[config.mk]
export PLATFORM = sky130hd
export DESIGN_NAME = aes_resp_misr
export DESIGN_NICKNAME = d
export VERILOG_FILES = /design/src/rtl/aes_resp_misr.sv
export SDC_FILE = /design/constraint.sdc
export NUM_CORES = 1
export LEC_CHECK = 0
export ABC_AREA = 1
export BUFFER_PORTS_ARGS = -buffer_cell sky130_fd_sc_hd__buf_4
export CORE_MARGIN = 8
export CORE_UTILIZATION = 41
export DETAILED_ROUTE_END_ITERATION = 8
export GPL_ROUTABILITY_DRIVEN = 0
export PLACE_DENSITY = 0.61
export SETUP_SLACK_MARGIN = 0.15
export SLEW_MARGIN = 10
export SYNTH_ARGS = -nofsm -noshare
export SYNTH_HDL_FRONTEND = slang
export SYNTH_SLANG_ARGS = --single-unit
export TNS_END_PERCENT = 50
[constraint.sdc]
create_clock -name clk -period 5.7 [get_ports clk]
set_input_delay 0.285 -clock clk [delete_from_list [all_inputs] [get_ports clk]]
set_output_delay 0.285 -clock clk [all_outputs]
set_load 0.01 [all_outputs]
[src/rtl/aes_resp_misr.sv]
// aes_resp_misr
//
// Response-compaction stage that sits directly downstream of aes_128. It
// records which cycles launched a plaintext/key pair into the AES pipeline.
// After the fixed pipeline latency it folds the matching ciphertext into a
// 128-bit MISR signature and counts the completed encryptions. At the end
// of a run it reports done, and pass/fail against a golden signature.
//
// Parameters:
//   WIDTH    ciphertext / signature width (the feedback taps assume 128)
//   LATENCY  cycles from an accepted launch to the matching aes_128 output
//   CNT_W    width of num_tests and of the internal counters
//   SEED     MISR value loaded on start and on reset
//
// Ports:
//   clk, rst_n     clock shared with aes_128; asynchronous active-low reset
//   start          one-cycle pulse that begins a run (ignored while busy)
//   num_tests      number of encryptions in the run, sampled on start
//   launch_valid   a state/key pair is presented to aes_128 this cycle
//   launch_ready   high in RUN while launches remain
//   aes_out        aes_128 ciphertext bus
//   expected_sig   golden signature, sampled when DONE is entered
//   signature      current MISR value
//   capt_count     ciphertexts compacted so far in this run
//   busy           high in RUN or DRAIN
//   done           high in DONE
//   pass           valid while done; 1 when signature matched expected_sig
//
// Optional feature (macro AES_RESP_FIRST_CAPT_EN):
//   first_out      ciphertext of the first capture of the run
//   first_vld      first_out holds a capture from this run
//
// Handshake: a launch is accepted (acc) in any cycle where launch_valid and
// launch_ready are both high at the rising edge. launch_valid while
// launch_ready is low is simply dropped: it is neither counted nor tracked.
// launch_ready does not depend on launch_valid.

module aes_resp_misr #(
    parameter int              WIDTH   = 128,
    parameter int              LATENCY = 21,
    parameter int              CNT_W   = 32,
    parameter logic [WIDTH-1:0] SEED   = '0
) (
    input  logic              clk,
    input  logic              rst_n,
    input  logic              start,
    input  logic [CNT_W-1:0]  num_tests,
    input  logic              launch_valid,
    output logic              launch_ready,
    input  logic [WIDTH-1:0]  aes_out,
    input  logic [WIDTH-1:0]  expected_sig,
    output logic [WIDTH-1:0]  signature,
    output logic [CNT_W-1:0]  capt_count,
    output logic              busy,
    output logic              done,
`ifdef AES_RESP_FIRST_CAPT_EN
    output logic [WIDTH-1:0]  first_out,
    output logic              first_vld,
`endif
    output logic              pass
);

    typedef enum logic [1:0] {
        IDLE  = 2'd0,
        RUN   = 2'd1,
        DRAIN = 2'd2,
        DONE  = 2'd3
    } state_t;

    state_t             state_q;
    logic [WIDTH-1:0]   sig_q;
    logic [CNT_W-1:0]   capt_q;
    logic [CNT_W-1:0]   launch_cnt_q;
    logic [CNT_W-1:0]   n_q;
    logic [LATENCY-1:0] dly_q;
    logic               ready_q;
    logic               busy_q;
    logic               done_q;
    logic               pass_q;
`ifdef AES_RESP_FIRST_CAPT_EN
    logic [WIDTH-1:0]   first_q;
    logic               first_vld_q;
`endif

    logic               acc;
    logic               dv;
    logic               capt_en;
    logic               fb;
    logic [WIDTH-1:0]   misr_next;
    logic [WIDTH-1:0]   sig_next;
    logic [CNT_W-1:0]   capt_next;
    logic [CNT_W-1:0]   launch_next;

    always_comb begin
        acc         = launch_valid & ready_q;
        // Tap at the far end of the delay line lines up with aes_128's output.
        dv          = dly_q[LATENCY-1];
        capt_en     = dv & ((state_q == RUN) || (state_q == DRAIN));
        fb          = sig_q[127] ^ sig_q[125] ^ sig_q[100] ^ sig_q[98];
        misr_next   = {sig_q[WIDTH-2:0], fb} ^ aes_out;
        sig_next    = capt_en ? misr_next : sig_q;
        capt_next   = capt_en ? (capt_q + CNT_W'(1)) : capt_q;
        launch_next = launch_cnt_q + CNT_W'(1);
    end

    always_ff @(posedge clk or negedge rst_n) begin
        if (!rst_n) begin
            state_q      <= IDLE;
            sig_q        <= SEED;
            capt_q       <= '0;
            launch_cnt_q <= '0;
            n_q          <= '0;
            dly_q        <= '0;
            ready_q      <= 1'b0;
            busy_q       <= 1'b0;
            done_q       <= 1'b0;
            pass_q       <= 1'b0;
`ifdef AES_RESP_FIRST_CAPT_EN
            first_q      <= '0;
            first_vld_q  <= 1'b0;
`endif
        end else begin
            // The delay line runs in every state; a start below overrides
            // this shift and flushes it.
            dly_q <= {dly_q[LATENCY-2:0], acc};

            // Capture is shared by RUN and DRAIN (capt_en already gated).
            if (capt_en) begin
                sig_q  <= misr_next;
                capt_q <= capt_next;
`ifdef AES_RESP_FIRST_CAPT_EN
                if (!first_vld_q) begin
                    first_q     <= aes_out;
                    first_vld_q <= 1'b1;
                end
`endif
            end

            case (state_q)
                IDLE, DONE: begin
                    if (start) begin
                        sig_q        <= SEED;
                        capt_q       <= '0;
                        launch_cnt_q <= '0;
                        dly_q        <= '0;
`ifdef AES_RESP_FIRST_CAPT_EN
                        first_q      <= '0;
                        first_vld_q  <= 1'b0;
`endif
                        if (num_tests == '0) begin
                            // Empty run: nothing to compact, report at once.
                            state_q <= DONE;
                            ready_q <= 1'b0;
                            busy_q  <= 1'b0;
                            done_q  <= 1'b1;
                            pass_q  <= (SEED == expected_sig);
                        end else begin
                            n_q     <= num_tests;
                            state_q <= RUN;
                            ready_q <= 1'b1;
                            busy_q  <= 1'b1;
                            done_q  <= 1'b0;
                            pass_q  <= 1'b0;
                        end
                    end
                end

                RUN: begin
                    if (acc) begin
                        launch_cnt_q <= launch_next;
                        if (launch_next == n_q) begin
                            state_q <= DRAIN;
                            ready_q <= 1'b0;
                        end
                    end
                end

                DRAIN: begin
                    // capt_next includes a capture happening this cycle, so
                    // the final ciphertext is already folded into sig_next.
                    if (capt_next == n_q) begin
                        state_q <= DONE;
                        busy_q  <= 1'b0;
                        done_q  <= 1'b1;
                        pass_q  <= (sig_next == expected_sig);
                    end
                end

                default: begin
                    state_q <= IDLE;
                    ready_q <= 1'b0;
                    busy_q  <= 1'b0;
                    done_q  <= 1'b0;
                end
            endcase
        end
    end

    assign launch_ready = ready_q;
    assign signature    = sig_q;
    assign capt_count   = capt_q;
    assign busy         = busy_q;
    assign done         = done_q;
    assign pass         = pass_q;
`ifdef AES_RESP_FIRST_CAPT_EN
    assign first_out    = first_q;
    assign first_vld    = first_vld_q;
`endif

endmodule

==> results by group <==
Run status
  – Status: completed

Finish
  – Filler Cell Count: between 4,000 and 5,000
  – Final Non-Filler Cells: 3,549
  – Share of cells above drive strength 1: between 10% and 20%
  – Nets: 3,286
  – Area Growth Syn to Fin: 30.6%

Route
  – DRT Wirelength: between 70,000 and 80,000 um
  – Initial drt markers: 1,800
  – Vias: 19,200
  – ANT nets after route: 0
  – Router iterations before antenna repair: 5
  – Vias per inst: between 5 and 6
  – Wire length per cell: ~22 um
  – Residual DRC: 0

Timing
  – Slew margin rel.: 35.7%
  – RSZ-0062 raised after global routing: no
  – F_max: approximately 0.27 GHz
  – Setup_tns: 0 ns
  – Slew Viols, Final: 0
  – Final Cycle Share: about two thirds
  – Final setup viols: 0
  – Max Clock Skew: around 0.015 ns
  – Min Tclk post-route: ~3.7 ns
  – Slew @ Worst Pin: 0.955 ns
  – Final hold vios: 0

Clock network
  – Hold buffers post-CTS: 34
  – # clock sinks: 251
  – Total CTS buffers: 31
  – H-tree depth: 1
  – CTS tree: built
  – Clock-pin slew on the worst setup and hold paths: around 0.06 ns
  – CTS root buf: clkbuf_16
  – Post-CTS Resized: 0
  – CTS Buffer Depth: 3
  – Post-CTS setup buffers: 0
  – Clock latency on the worst-skew pair: around 0.58 ns

Logic synthesis
  – Post-synth EDFFs: 0
  – Syn nets: 2,819
  – FFs w/ async S/R, synth: between 90% and 100%
  – Synth Area per Inst: about 6.8 um2
  – Synth warn: 0
  – Synth Register Bits: 251
  – Area contributors post-synth: dfrtp_1 37%, nand2_1 18%, nor2_1 6.2%
  – Cell count after synthesis: around 2,500
  – Cell taking the most area after synthesis: dfrtp_1
  – Share of Yosys cell area claimed by the top area cell type: a little under two fifths
  – Sequential share of the synthesized area: 36.7%
  – Main synth FF type: dfrtp_1
  – Post-synthesis cell area: around 0.017 mm2
  – Distinct cell type count after synthesis: 43

Global route
  – Largest net degree at the start of global routing: 136
  – Antenna violations before repair: 5
  – Total global routing track utilization: 31.2%
  – First-pass GRT wire length: approximately 110,000 um
  – GRT overflow: 0
  – Vias in the first global route: 18,500

Setup path
  – CP Class: reg2reg
  – Arrival @ worst endpoint: about 4.3 ns
  – Crit. End Element: register
  – Setup crit start kind: register
  – CP Max Fanout: 42
  – Worst Path Required: between 6 and 7 ns

Pwr
  – Leakage power total: 11.3 nW
  – Cell Pwr Density: about 260 mW/mm2
  – Maximum VDD drop: around 260 uV

Die
  – I/O pin count: between 400 and 500
  – Die Width: between 200 and 250 um
  – Core area: 0.0416 mm2
  – Die H: roughly 220 um
  – Initial Util: between 40% and 50%
  – Die area: 0.0485 mm2
  – # rows: between 70 and 80

Job
  – Max_cap viols: 0

Placed design
  – DP HPWL: 63,100 um
  – Port buffer count: 455
  – Placed cells: 3,460

Worst hold path
  – HP Class: in2reg
## worst max-delay path, stage by stage, from the launching register on
cell and delay [ns]:
dfrtp_1 0.39, inv_1 0.08, ha_1 0.42, nor2_4 0.74, buf_4 0.51, o21ai_0 0.22
xnor2_1 0.20, nor2_1 0.31, nand2_1 0.11, nor2_1 0.10, nand2_1 0.09, nor2_1 0.13
nand3_1 0.10, nand2_1 0.08, nand3_1 0.07, nand2_1 0.07
## through the flow
step                setup slack, ns  total power, mW  util (%)  hold WS [ns]  instance area (um2)
detailed placement             2.03             3.92      50.5         0.283                21000
CTS                            2.00             5.88      53.7        0.0143                22300
finish                         1.95             5.88      53.7        0.0370                22300
global placement               2.08             3.91      50.5         0.287                21000
floorplan                      3.22             3.13         -       -0.0106                17100
global route                   1.65             6.14      53.7        0.0435                22300
## power breakdown
group / leakage, nW / internal [mW] / switching, mW
Combinational: 7.34 / 0.584 / 1.25
Sequential: 3.44 / 1.95 / 0.165
Clock: 0.477 / 1.13 / 0.802
Total: 11.3 / 3.66 / 2.21
## cell families after synthesis
logic type / Yosys count / share of synthesized area (%)
AOI/OAI and AO/OA: 271 / 8.90
xor gates and xnor gates: 170 / 8.95
adders and majority gates: 6 / 0.439
and+or+nand+nor: 1476 / 36.9
buffers and inverters: 347 / 8.03
DFF: 251 / 36.7
## flip-flops by register name (all words and copies together) (netlist names)
name and count:
capt_count 32, pass 1, n_q 32, launch_cnt_q 32, done 1, signature 128, dly_q 21, state_q 2
launch_ready 1, busy 1
## area by class of cell
class / instances / area, um2 / share of cell area [%]
diodes: 4 / 10.0 / 0.0448
clock buffers: 45 / 908 / 4.07
inverters: 280 / 1060 / 4.73
well taps: 539 / 674 / 3.02
flip-flops and latches: 251 / 6280 / 28.1
clock inverters: 6 / 57.6 / 0.258
multi-input cells: 1923 / 9460 / 42.4
repair buffers: 501 / 3880 / 17.4
## layout by cell type (no fill, tap or decap), drive strengths merged, types with 39 or more instances in the layout
master / instances
a21oi: 62
buf: 467
clkbuf: 45
dfrtp: 251
inv: 280
nand2: 837
nand3: 187
nand4: 47
nor2: 302
nor4: 39
o21ai: 135
xnor2: 116
xor2: 51
## worst paths after layout
path                       depth (start not counted)       endpoint          from  slack (ns)
setup / recovery                                  15           pass    state_q[0]        1.95
hold / removal                                     3       dly_q[0]  launch_valid        0.04
setup reg to reg                                  15           pass    state_q[0]        1.95
hold reg to reg                                    2       dly_q[1]      dly_q[0]        0.47
max in group asynchronous                          3        n_q[14]         rst_n        4.17
min in group asynchronous                          2  signature[82]         rst_n        0.27
## metal layers
metal / share of wire, % / up-vias / global-route usage [%]
li1: - / 8994 / -
met1: 39 / 9069 / 37.9
met2: 48 / 926 / 53.4
met3: 8.1 / 205 / 5.78
met4: 5.2 / 4 / 14.3
met5: 0.027 / - / 0
## Yosys cell counts (4+ instances only)
cell        n
o21ai_1    10
ha_1        6
o21a_1      7
dfrtp_1   251
nor2_2     10
nand2_2     6
nor2_4      8
xnor2_1   116
nor3_1      8
nand4_1    47
xor2_1     51
inv_1     277
o22ai_1    26
nor2_1    284
o21ai_0   125
o211ai_1   30
nand2_1   829
buf_4       4
a21oi_1    61
or2_2      33
nor4_1     39
clkbuf_1   29
nand3b_1   17
nand3_1   183
buf_1       4
buf_2      27
No activity file was read; power rests on OpenSTA's default activity.
